<file path="src/rtl/x68_video_pkg.sv">
// ---------------------------------------------------------------------------
// x68_video_pkg
// Shared definitions for the X68000 video line-buffer path.
//   LRAM_AW / LRAM_DW : line RAM address and pixel widths
//   pixel_t           : one 16-bit GRBI (5:5:5:1) pixel
//   fill_state_e      : line-fill FSM states
//   HDOTS_CLAMP       : widest line in 8-dot units (128 * 8 = 1024 pixels)
//   npix_of()         : active width in 8-dot units -> pixel count
// ---------------------------------------------------------------------------
package x68_video_pkg;

  localparam int LRAM_AW = 10;
  localparam int LRAM_DW = 16;

  typedef logic [LRAM_DW-1:0] pixel_t;

  typedef enum logic [1:0] {
    FILL_IDLE = 2'd0,
    FILL_REQ  = 2'd1,
    FILL_WR   = 2'd2
  } fill_state_e;

  localparam logic [7:0] HDOTS_CLAMP = 8'd128;

  // One extra bit over LRAM_AW so a full 1024-pixel line is representable.
  function automatic logic [LRAM_AW:0] npix_of(input logic [7:0] hdots);
    logic [7:0] clamped;
    clamped = (hdots > HDOTS_CLAMP) ? HDOTS_CLAMP : hdots;
    return {clamped, 3'b000};
  endfunction

endpackage

</file>
<file path="src/rtl/lram_fill_if.sv">
// ---------------------------------------------------------------------------
// lram_fill_if
// Pixel-source fetch handshake between the line-buffer writer and the
// upstream pixel source.
//   src_req  : fetch request (held with src_addr until acknowledged)
//   src_addr : {line[9:0], x[9:0]}
//   src_ack  : data valid, only meaningful while src_req=1
//   src_data : fetched GRBI pixel
// Modports: master = requester (lram_fill), slave = pixel source.
// ---------------------------------------------------------------------------
interface lram_fill_if;

  logic                      src_req;
  logic [19:0]               src_addr;
  logic                      src_ack;
  x68_video_pkg::pixel_t     src_data;

  modport master (
    output src_req,
    output src_addr,
    input  src_ack,
    input  src_data
  );

  modport slave (
    input  src_req,
    input  src_addr,
    output src_ack,
    output src_data
  );

endinterface

</file>
<file path="src/rtl/lram_fill.sv">
// ---------------------------------------------------------------------------
// lram_fill
// Producer side of the ping-pong line RAM. On each HCOMP line-start pulse it
// fetches one line of pixels from the pixel source (req/ack) and writes them
// into the bank that scan-out has just released.
// Ports:
//   gclk, rst          : video clock, synchronous active-high reset
//   HCOMP, VPSTART     : line start / first line of frame
//   LRAMSEL            : bank being displayed (pre-toggle value at HCOMP)
//   hdots              : active width in 8-dot units (clamped to 128)
//   src                : pixel-source handshake (lram_fill_if.master)
//   wr_en/bank/addr/data : line RAM write port
//   busy, line         : fill status, line number being filled
//   ovr_cnt            : overrun counter
// Build option: define LRAM_FILL_OVR_EN to build the saturating overrun
// counter; otherwise ovr_cnt is tied to zero.
// ---------------------------------------------------------------------------
module lram_fill
  import x68_video_pkg::*;
(
  input  logic               gclk,
  input  logic               rst,
  input  logic               HCOMP,
  input  logic               VPSTART,
  input  logic               LRAMSEL,
  input  logic [7:0]         hdots,
  lram_fill_if.master        src,
  output logic               wr_en,
  output logic               wr_bank,
  output logic [LRAM_AW-1:0] wr_addr,
  output pixel_t             wr_data,
  output logic               busy,
  output logic [LRAM_AW-1:0] line,
  output logic [7:0]         ovr_cnt
);

  fill_state_e        state_q, state_d;
  logic [LRAM_AW:0]   x_q, x_d;
  logic [LRAM_AW:0]   npix_q, npix_d;
  logic [LRAM_AW-1:0] line_q, line_d;
  logic               bank_q, bank_d;
  logic               src_req_q, src_req_d;
  logic [19:0]        src_addr_q, src_addr_d;
  logic               wr_en_q, wr_en_d;
  logic [LRAM_AW-1:0] wr_addr_q, wr_addr_d;
  pixel_t             wr_data_q, wr_data_d;
  logic               busy_q, busy_d;

  // Next-state and next-output computation for the fill FSM.
  always_comb begin
    state_d   = state_q;
    x_d       = x_q;
    npix_d    = npix_q;
    line_d    = line_q;
    bank_d    = bank_q;
    wr_en_d   = 1'b0;
    wr_addr_d = wr_addr_q;
    wr_data_d = wr_data_q;

    if (HCOMP) begin
      // Line start wins in every state: a fill still running is abandoned and
      // any ack arriving in this cycle is dropped. A write already on the
      // output registers this cycle completes to the old bank/address.
      bank_d = LRAMSEL;
      line_d = VPSTART ? 10'd0 : (line_q + 10'd1);
      x_d    = 11'd0;
      npix_d = npix_of(hdots);
      state_d = (npix_d == 11'd0) ? FILL_IDLE : FILL_REQ;
    end else begin
      case (state_q)
        FILL_IDLE: state_d = FILL_IDLE;
        FILL_REQ: begin
          if (src.src_ack) begin
            state_d   = FILL_WR;
            wr_en_d   = 1'b1;
            wr_addr_d = x_q[LRAM_AW-1:0];
            wr_data_d = src.src_data;
          end else begin
            state_d = FILL_REQ;
          end
        end
        FILL_WR: begin
          x_d = x_q + 11'd1;
          if (x_d < npix_q) begin
            state_d = FILL_REQ;
          end else begin
            state_d = FILL_IDLE;
          end
        end
        default: state_d = FILL_IDLE;
      endcase
    end

    // Outputs are decoded from the next state so they are registered and
    // src_req never depends combinationally on src_ack.
    src_req_d  = (state_d == FILL_REQ);
    busy_d     = (state_d != FILL_IDLE);
    src_addr_d = src_req_d ? {line_d, x_d[LRAM_AW-1:0]} : src_addr_q;
  end

  // State and output registers.
  always_ff @(posedge gclk) begin
    if (rst) begin
      state_q    <= FILL_IDLE;
      x_q        <= 11'd0;
      npix_q     <= 11'd0;
      line_q     <= 10'd0;
      bank_q     <= 1'b0;
      src_req_q  <= 1'b0;
      src_addr_q <= 20'd0;
      wr_en_q    <= 1'b0;
      wr_addr_q  <= 10'd0;
      wr_data_q  <= 16'd0;
      busy_q     <= 1'b0;
    end else begin
      state_q    <= state_d;
      x_q        <= x_d;
      npix_q     <= npix_d;
      line_q     <= line_d;
      bank_q     <= bank_d;
      src_req_q  <= src_req_d;
      src_addr_q <= src_addr_d;
      wr_en_q    <= wr_en_d;
      wr_addr_q  <= wr_addr_d;
      wr_data_q  <= wr_data_d;
      busy_q     <= busy_d;
    end
  end

`ifdef LRAM_FILL_OVR_EN
  logic [7:0] ovr_cnt_q, ovr_cnt_d;

  // Count line starts that arrive while a fill is still running; saturate.
  always_comb begin
    ovr_cnt_d = ovr_cnt_q;
    if (HCOMP && busy_q && (ovr_cnt_q != 8'hFF)) begin
      ovr_cnt_d = ovr_cnt_q + 8'd1;
    end else begin
      ovr_cnt_d = ovr_cnt_q;
    end
  end

  // Overrun counter register.
  always_ff @(posedge gclk) begin
    if (rst) begin
      ovr_cnt_q <= 8'd0;
    end else begin
      ovr_cnt_q <= ovr_cnt_d;
    end
  end

  assign ovr_cnt = ovr_cnt_q;
`else
  assign ovr_cnt = 8'd0;
`endif

  assign src.src_req  = src_req_q;
  assign src.src_addr = src_addr_q;
  assign wr_en        = wr_en_q;
  assign wr_bank      = bank_q;
  assign wr_addr      = wr_addr_q;
  assign wr_data      = wr_data_q;
  assign busy         = busy_q;
  assign line         = line_q;

endmodule

</file>
<file path="src/flat_wrapper.sv">
// flat-port wrapper written by rule: the top's interface ports become plain ports
module lram_fill_flat import x68_video_pkg::*;
  (gclk, rst, HCOMP, VPSTART, LRAMSEL, hdots, wr_en, wr_bank, wr_addr, wr_data, busy, line, ovr_cnt, src_src_req, src_src_addr, src_src_ack, src_src_data);
  lram_fill_if src_i ();
  input  logic gclk;
  input  logic rst;
  input  logic HCOMP;
  input  logic VPSTART;
  input  logic LRAMSEL;
  input  logic [7:0] hdots;
  output logic wr_en;
  output logic wr_bank;
  output logic [LRAM_AW-1:0] wr_addr;
  output pixel_t wr_data;
  output logic busy;
  output logic [LRAM_AW-1:0] line;
  output logic [7:0] ovr_cnt;
  output wire logic [$bits(src_i.src_req)-1:0] src_src_req;
  output wire logic [$bits(src_i.src_addr)-1:0] src_src_addr;
  input wire logic [$bits(src_i.src_ack)-1:0] src_src_ack;
  input wire logic [$bits(src_i.src_data)-1:0] src_src_data;
  assign src_src_req = src_i.src_req;
  assign src_src_addr = src_i.src_addr;
  assign src_i.src_ack = src_src_ack;
  assign src_i.src_data = src_src_data;
  lram_fill u_core (.gclk(gclk), .rst(rst), .HCOMP(HCOMP), .VPSTART(VPSTART), .LRAMSEL(LRAMSEL), .hdots(hdots), .src(src_i), .wr_en(wr_en), .wr_bank(wr_bank), .wr_addr(wr_addr), .wr_data(wr_data), .busy(busy), .line(line), .ovr_cnt(ovr_cnt));
endmodule
</file>
<file path="config.mk">
export PLATFORM = sky130hd
export DESIGN_NAME = lram_fill_flat
export DESIGN_NICKNAME = d
export VERILOG_FILES = /design/src/rtl/x68_video_pkg.sv /design/src/rtl/lram_fill_if.sv /design/src/rtl/lram_fill.sv /design/src/flat_wrapper.sv
export SDC_FILE = /design/constraint.sdc
export NUM_CORES = 1
export LEC_CHECK = 0
export CELL_PAD_IN_SITES_DETAIL_PLACEMENT = 0
export CELL_PAD_IN_SITES_GLOBAL_PLACEMENT = 2
export CORE_MARGIN = 1
export CORE_UTILIZATION = 30
export DETAILED_ROUTE_END_ITERATION = 16
export GPL_ROUTABILITY_DRIVEN = 0
export PLACE_DENSITY_LB_ADDON = 0.1
export SYNTH_ARGS = -nofsm -noshare
export SYNTH_HDL_FRONTEND = slang
export SYNTH_SLANG_ARGS = --single-unit
</file>
<file path="constraint.sdc">
create_clock -name gclk -period 4.9 [get_ports gclk]
set_clock_uncertainty 0.2 [all_clocks]
set_input_delay 0.98 -clock gclk [delete_from_list [all_inputs] [get_ports gclk]]
set_output_delay 0.98 -clock gclk [all_outputs]
set_load 0.05 [all_outputs]
</file>
==> results by group, run 1 <==
Outcome
  – Status: finished, violations left
  – Failing checks: design-rule violations

Worst setup path
  – Most used cell along the critical path: nand2_1
  – Crit-path max FO: 20
  – Largest stage delay, worst path: 0.71 ns
  – CP delay by family, top: compound AO/OA/AOI/OAI gates
  – Slowest CP cell: o221a_2
  – Worst Path Buf+Inv: 0
  – Req. time, crit path: 4.92 ns
  – Worst-path cell chain: and4_1 > and3_1 > nand2_1 > xnor2_1 > ha_1 > nand2_1 > o211a_1 > o21ai_1 > o221a_2 > mux2_4
  – Crit. End Element: register
  – CP Launch Type: register
  – R2R depth: 10
  – Crit Path Category: register to register
  – Critical path arrival: 3.47 ns
  – WP depth: 10

Global route
  – Largest net degree at the start of global routing: 42
  – Most Crowded Layer GR: met2
  – Met1 Usage GRT: 20.0%
  – Vias in the first global route: 2809
  – GRT Total Usage: 14.7%
  – GR Util met3: 3.16%
  – First-pass GRT wire length: 14400 um
  – Antenna violations before repair: 0
  – GRT overflow: 0
  – Grt met2 use: 22.4%

Synthesis
  – Synth cell types: 39
  – Mean Syn Cell Area: 8.90 um2
  – Seq/Total Area, Yosys: 44.9%
  – Synth Instances: 406
  – Synth Cell Area: 3610 um2
  – Synthesized flop and latch total: 81
  – Warnings, synthesis: 0

STA
  – Slew of the pin with the lowest slew margin: 0.791 ns
  – Tmin final: 3.45 ns
  – Final worst slack: 1.45 ns
  – Fin crit share: 70.4%
  – Fmax: 0.290 GHz
  – Max-slew violations: 0
  – Final setup fails: 0
  – Setup TNS: 0 ns
  – RSZ-0062 raised after global routing: no
  – Fin. Hold Viols: 0
  – Slew HR: 47.2%

Clock tree
  – Inserted Clock Buffers: 9
  – TritonCTS clock tree: built
  – Postcts setup bufs: 0
  – Clk root buf: clkbuf_16
  – H-tree Lvls: 3
  – Later-pin clock latency in the skew report: 0.34 ns
  – Clock slew at reported path FFs: 0.06 ns
  – Clock Path Buffers: 2
  – Clk sinks: 81
  – CTS hold repair buffers: 0
  – Post-CTS sizing: 0

Floorplanning
  – Initial Util: 31.2%
  – CORE AREA: 11600 um2
  – Die height: 112 um
  – Core Rows: 39
  – I/O Pins: 98
  – Die W: 112 um
  – DIE AREA: 12500 um2

Power and ir drop
  – Pleak: 1.83 nW
  – Pwr dens: 309 nW/um2
  – Worst vdd ir: 0.159 mV

Cells and area
  – Inserted Diodes: 0
  – Fill count: 1182
  – Layout cell share with drive strength beyond 1: 8.20%
  – Nets: 524
  – Non-Filler Instances: 631
  – Area grow syn2layout: 34.4%

Placement
  – Inst Count DP: 615
  – Buffers on Ports: 89
  – Dpl ws: 1.35 ns
  – DPL Wire Length: 5820 um

Detailed routing
  – Vias per std cell: 4.51
  – ANT nets after route: 0
  – Post-Route WL: 8420 um
  – Routed len/inst: 13.3 um
  – Vias: 2848
  – Detailed Routing Iterations Pass 1: 12
  – DRT iter0 DRCs: 126
  – DRC violations left: 4

Run
  – Maxcap violations: 0

Hold path
  – Min-Delay Path Class: register to register
  – Hold path cells: 2
-- worst register-to-register path, cell delays in order (launching register included) --
cell     delay (ns)
dfxtp_1        0.48
and4_1         0.39
and3_1         0.24
nand2_1        0.07
xnor2_1        0.14
ha_1           0.31
nand2_1        0.07
o211a_1        0.25
o21ai_1        0.12
o221a_2        0.71
mux2_4         0.36
-- final timing paths --
check	startpoint	end	slack, ns
hold reg to reg	u_core.wr_data[6]$_SDFFE_PP0P_	u_core.wr_data[6]$_SDFFE_PP0P_	0.25
setup reg to reg	u_core.x_q[2]$_SDFF_PP0_	u_core.src.src_addr[5]$_SDFFE_PP0N_	1.45
setup / recovery	u_core.x_q[2]$_SDFF_PP0_	u_core.src.src_addr[5]$_SDFFE_PP0N_	1.45
hold / removal	u_core.wr_data[6]$_SDFFE_PP0P_	u_core.wr_data[6]$_SDFFE_PP0P_	0.25
-- cell usage after synthesis --
| library cell | instances | area, um2 |
|---|---|---|
| o21ai_1 | 1 | 5.00 |
| conb_1 | 1 | 3.75 |
| mux2_2 | 1 | 11.3 |
| inv_1 | 13 | 48.8 |
| or2_2 | 1 | 6.26 |
| clkbuf_1 | 19 | 71.3 |
| nand2b_1 | 2 | 12.5 |
| buf_2 | 3 | 15.0 |
| nor4_1 | 3 | 18.8 |
| nor3_1 | 4 | 20.0 |
| and2b_1 | 1 | 7.51 |
| o211a_1 | 2 | 20.0 |
| and2_1 | 2 | 12.5 |
| a21oi_1 | 35 | 175 |
| nor2_1 | 35 | 131 |
| buf_4 | 8 | 60.1 |
| dfxtp_1 | 81 | 1620 |
| a2bb2oi_1 | 7 | 61.3 |
| nand4_1 | 4 | 25.0 |
| and3_1 | 4 | 25.0 |
| ha_1 | 11 | 138 |
| a31oi_1 | 1 | 6.26 |
| xor2_1 | 14 | 123 |
| or3_1 | 2 | 12.5 |
| o21ai_0 | 2 | 10.0 |
| mux2_4 | 19 | 285 |
| buf_1 | 1 | 3.75 |
| mux2i_1 | 4 | 40.0 |
| nand3_1 | 10 | 50.1 |
| nor4b_4 | 1 | 23.8 |
| o221a_2 | 1 | 11.3 |
| a21o_1 | 1 | 7.51 |
| and4_1 | 1 | 8.76 |
| xnor2_1 | 9 | 78.8 |
| o211ai_1 | 1 | 7.51 |
| o21bai_1 | 1 | 7.51 |
| nor2b_1 | 20 | 125 |
| buf_6 | 3 | 33.8 |
| nand2_1 | 77 | 289 |
-- cell usage in the layout, fill, tap and decap left out, types with 9 or more instances in the layout --
master / synthesis / final
ha_1: 11 / 11
nor2_1: 35 / 35
nand3_1: 10 / 10
mux2_4: 19 / 19
nand2_1: 77 / 77
clkdlybuf4s50_1: 0 / 88
a21oi_1: 35 / 35
nor2b_1: 20 / 20
inv_1: 13 / 13
dfxtp_1: 81 / 81
xor2_1: 14 / 14
xnor2_1: 9 / 9
clkbuf_16: 0 / 9
-- power by group --
group | switching [mW] | internal (mW) | total [mW] | leakage (nW)
clock network | 0.256 | 0.446 | 0.702 | 0.148
logic | 0.0774 | 0.0491 | 0.127 | 1.03
registers | 0.00528 | 0.668 | 0.673 | 0.655
-- per-stage QoR --
| step | utilization [%] | cell area [um2] | hold WS, ns | total power [mW] |
|---|---|---|---|---|
| after floorplan | - | 3640 | 0.259 | 0.774 |
| after global placement | 39.3 | 4550 | 0.242 | 0.816 |
| after detailed placement | 39.3 | 4550 | 0.247 | 0.816 |
| after CTS | 42.0 | 4860 | 0.255 | 1.52 |
| after global routing | 42.0 | 4860 | 0.268 | 1.56 |
| final | 42.0 | 4860 | 0.251 | 1.50 |
-- flip-flops by register name (all words and copies together), names as in the netlist --
register,count
u_core.wr_data,16
u_core.src.src_req,1
u_core.x_q,11
u_core.npix_q,8
u_core.busy,1
u_core.wr_bank,1
u_core.wr_addr,10
u_core.line,10
u_core.wr_en,1
u_core.state_q,2
u_core.src.src_addr,20
-- per-layer routing --
metal	part of all wire, %	wire length, um	vias to the layer above
met5	0	0	-
met4	1.9	160	0
met3	3.5	294	13
met2	44	3690	55
met1	51	4280	1309
li1	-	-	1471
-- layout make-up --
type | instances | area (um2) | area share [%]
tap | 143 | 179 | 3.68
inverter | 13 | 48.8 | 1.00
multi-input combinational | 285 | 1790 | 36.8
clock inverter | 3 | 65.1 | 1.34
sequential | 81 | 1620 | 33.4
timing repair buffer | 93 | 916 | 18.9
clock buffer | 13 | 240 | 4.95
-- logic make-up after synthesis --
logic type	Yosys count	share of synthesized area (%)
flip-flops	81	44.9
XOR/XNOR	23	5.57
AND/OR/NAND/NOR	167	21.3
adder cells (fa/ha/maj)	11	3.81
multiplexers	24	9.31
other	1	0.104
AO/OA/AOI/OAI	52	8.62
buffers and inverters	47	6.44
Power figures use the tool's default switching activity.
==> run 2: changes to the inputs <==
--- a/config.mk
+++ b/config.mk
@@ -8,7 +8,7 @@
 export CELL_PAD_IN_SITES_DETAIL_PLACEMENT = 0
 export CELL_PAD_IN_SITES_GLOBAL_PLACEMENT = 2
 export CORE_MARGIN = 1
-export CORE_UTILIZATION = 30
+export CORE_UTILIZATION = 28
 export DETAILED_ROUTE_END_ITERATION = 16
 export GPL_ROUTABILITY_DRIVEN = 0
 export PLACE_DENSITY_LB_ADDON = 0.1
==> constraint.sdc (replaced) <==
create_clock -name gclk -period 3.3 [get_ports gclk]
set_clock_uncertainty 0.2 [all_clocks]
set_input_delay 0.66 -clock gclk [delete_from_list [all_inputs] [get_ports gclk]]
set_output_delay 0.66 -clock gclk [all_outputs]
set_load 0.05 [all_outputs]
==> run 2 against run 1 <==
  * The flow now finishes without violations
  * Clock power is 54% higher
  * Cell count up 6.8%
  * Largest cell class unchanged
  * Non-clock buffer count up 14
  * Power rose by 51%
  * Worst hold slack improved by 0.00088 ns
  * Die area increased by 7.0%
  * Highest routed layer unchanged
  * Setup slack worse by 1.2 ns
  * Wire length grew 4.1%
  * Register-to-register slack lost 1.2 ns
  * Via count up 2.1%
  * Count of clock-buffer cells in the layout is 2 lower
==> results by group, run 2 (same netlist as run 1, synthesis figures left out) <==
Outcome
  – Status: finished clean

Worst setup path
  – Largest stage delay, worst path: 0.52 ns
  – Slowest CP cell: o221a_4
  – Worst Path Buf+Inv: 0
  – CP Launch Type: register
  – Crit Path Category: register to register
  – Crit-path max FO: 20
  – R2R depth: 10
  – Crit. End Element: register
  – Reg2reg end: u_core.src.src_addr[4]$_SDFFE_PP0N_
  – Most used cell along the critical path: nand2_1
  – Critical path arrival: 3.07 ns
  – Req. time, crit path: 3.33 ns
  – Critical path startpoint: u_core.x_q[5]$_SDFF_PP0_
  – CP Capture Point: u_core.src.src_addr[4]$_SDFFE_PP0N_
  – CP delay by family, top: compound AO/OA/AOI/OAI gates
  – Reg2reg start: u_core.x_q[5]$_SDFF_PP0_
  – R2R setup slack: 0.26 ns
  – WP depth: 10
  – Worst-path cell chain: and4_1 > and3_1 > nand2_1 > xnor2_1 > ha_1 > nand2_1 > o211a_1 > o21ai_1 > o221a_4 > mux2_4

Cells and area
  – Most common cell after layout, fill and taps aside: clkdlybuf4s50_1
  – Area grow syn2layout: 39.0%
  – Layout cell share with drive strength beyond 1: 11.4%
  – Nets: 538
  – Commonest cells after routing, fill and taps aside: clkdlybuf4s50_1, dfxtp_1, nand2_1
  – Non-Filler Instances: 674
  – Inserted Diodes: 0
  – Largest register FFs: 20

Global route
  – First-pass GRT wire length: 14200 um
  – Vias in the first global route: 2662
  – GRT Total Usage: 14.2%
  – Antenna violations before repair: 0
  – Largest net degree at the start of global routing: 30
  – GRT overflow: 0

Floorplanning
  – Initial Util: 28.6%
  – Core Rows: 41
  – Die W: 116 um
  – CORE AREA: 12600 um2
  – Die height: 116 um
  – I/O Pins: 98
  – DIE AREA: 13400 um2

Clock tree
  – Inserted Clock Buffers: 9
  – Clock Path Buffers: 2
  – TritonCTS clock tree: built
  – Clk sinks: 81
  – H-tree Lvls: 3
  – Clk root buf: clkbuf_16
  – Clock slew at reported path FFs: 0.06 ns
  – Postcts setup bufs: 0
  – Later-pin clock latency in the skew report: 0.34 ns

STA
  – RSZ-0062 raised after global routing: no
  – Tmin final: 3.04 ns
  – Slew of the pin with the lowest slew margin: 0.523 ns
  – WHS: 0.252 ns
  – Setup TNS: 0 ns
  – Fin. Hold Viols: 0
  – Fin crit share: 92.2%
  – Max-slew violations: 0
  – Slew HR: 65.0%
  – Final worst slack: 0.258 ns
  – Fmax: 0.329 GHz
  – Final setup fails: 0

Detailed routing
  – Detailed Routing Iterations Pass 1: 4
  – Vias: 2907
  – DRC violations left: 0
  – Post-Route WL: 8770 um
  – Routed len/inst: 13.0 um
  – DRT iter0 DRCs: 95
  – Vias per std cell: 4.31
  – ANT nets after route: 0

Hold path
  – Hold Path Origin: u_core.wr_data[7]$_SDFFE_PP0P_
  – Min-Delay Path Class: register to register

Placement
  – Buffers on Ports: 89
  – Inst Count DP: 658
  – DPL Wire Length: 6310 um
  – Dpl ws: 0.0683 ns

Power and ir drop
  – PnR Total Power: 2.27 mW
  – Pleak: 1.92 nW
  – Worst vdd ir: 0.289 mV
  – Pwr dens: 453 nW/um2

Run
  – Maxcap violations: 0
## run 2: changes by cell type in the layout (fill, tap and decap cells not counted)
cell	delta
o221a_2	-1
clkbuf_8	+1
buf_4	+14
clkbuf_1	-3
o221a_4	+1
clkinv_2	+1
clkinv_4	+1
## run 2: how the worst min path moves through the flow
stage                                                 end  depth (start not counted)
after floorplan             u_core.npix_q[3]$_SDFFE_PP0P_                          2
after global placement     u_core.wr_data[7]$_SDFFE_PP0P_                          2
after detailed placement   u_core.wr_data[3]$_SDFFE_PP0P_                          2
after CTS                  u_core.wr_data[7]$_SDFFE_PP0P_                          2
after global routing      u_core.wr_data[14]$_SDFFE_PP0P_                          2
final                      u_core.wr_data[7]$_SDFFE_PP0P_                          2
## run 2: what timing repair did
item                                    in CTS  in global routing
resized for setup                            0                  1
hold buffers                                 0                  0
endpoints found under the setup margin       0                 19
## run 2: layer usage
| metal | share of wire [%] | up-vias | track usage (%) |
|---|---|---|---|
| met5 | 0 | - | 0 |
| met4 | 1.8 | 0 | 6.23 |
| met3 | 4.2 | 10 | 4.45 |
| met2 | 44 | 56 | 21.0 |
| met1 | 50 | 1344 | 18.8 |
| li1 | - | 1497 | - |
## run 2: layout make-up
type	count	area, um2
tap	172	215
sequential	81	1620
clock buffer	11	243
clock inverter	5	78.8
multi-input combinational	285	1790
fill	1314	7600
timing repair buffer	107	1020
inverter	13	48.8
## run 2: where the power goes
part | total [mW] | switching [mW] | internal, mW | leakage, nW
clock network | 1.08 | 0.399 | 0.682 | 0.159
logic | 0.193 | 0.117 | 0.0757 | 1.10
registers | 0.999 | 0.00710 | 0.991 | 0.655
total | 2.27 | 0.524 | 1.75 | 1.92
## run 2: metrics by stage
step                      utilization, %  area [um2]
after floorplan                        -        3640
after global placement              37.2        4690
after detailed placement            37.2        4690
after CTS                           39.7        5010
after global routing                39.8        5020
final                               39.8        5020
## run 2: worst reg2reg max path: stages, from the launching register on
cell and delay (ns):
dfxtp_1 0.39, and4_1 0.26, and3_1 0.21, nand2_1 0.07
xnor2_1 0.15, ha_1 0.31, nand2_1 0.07, o211a_1 0.25
o21ai_1 0.13, o221a_4 0.52, mux2_4 0.36
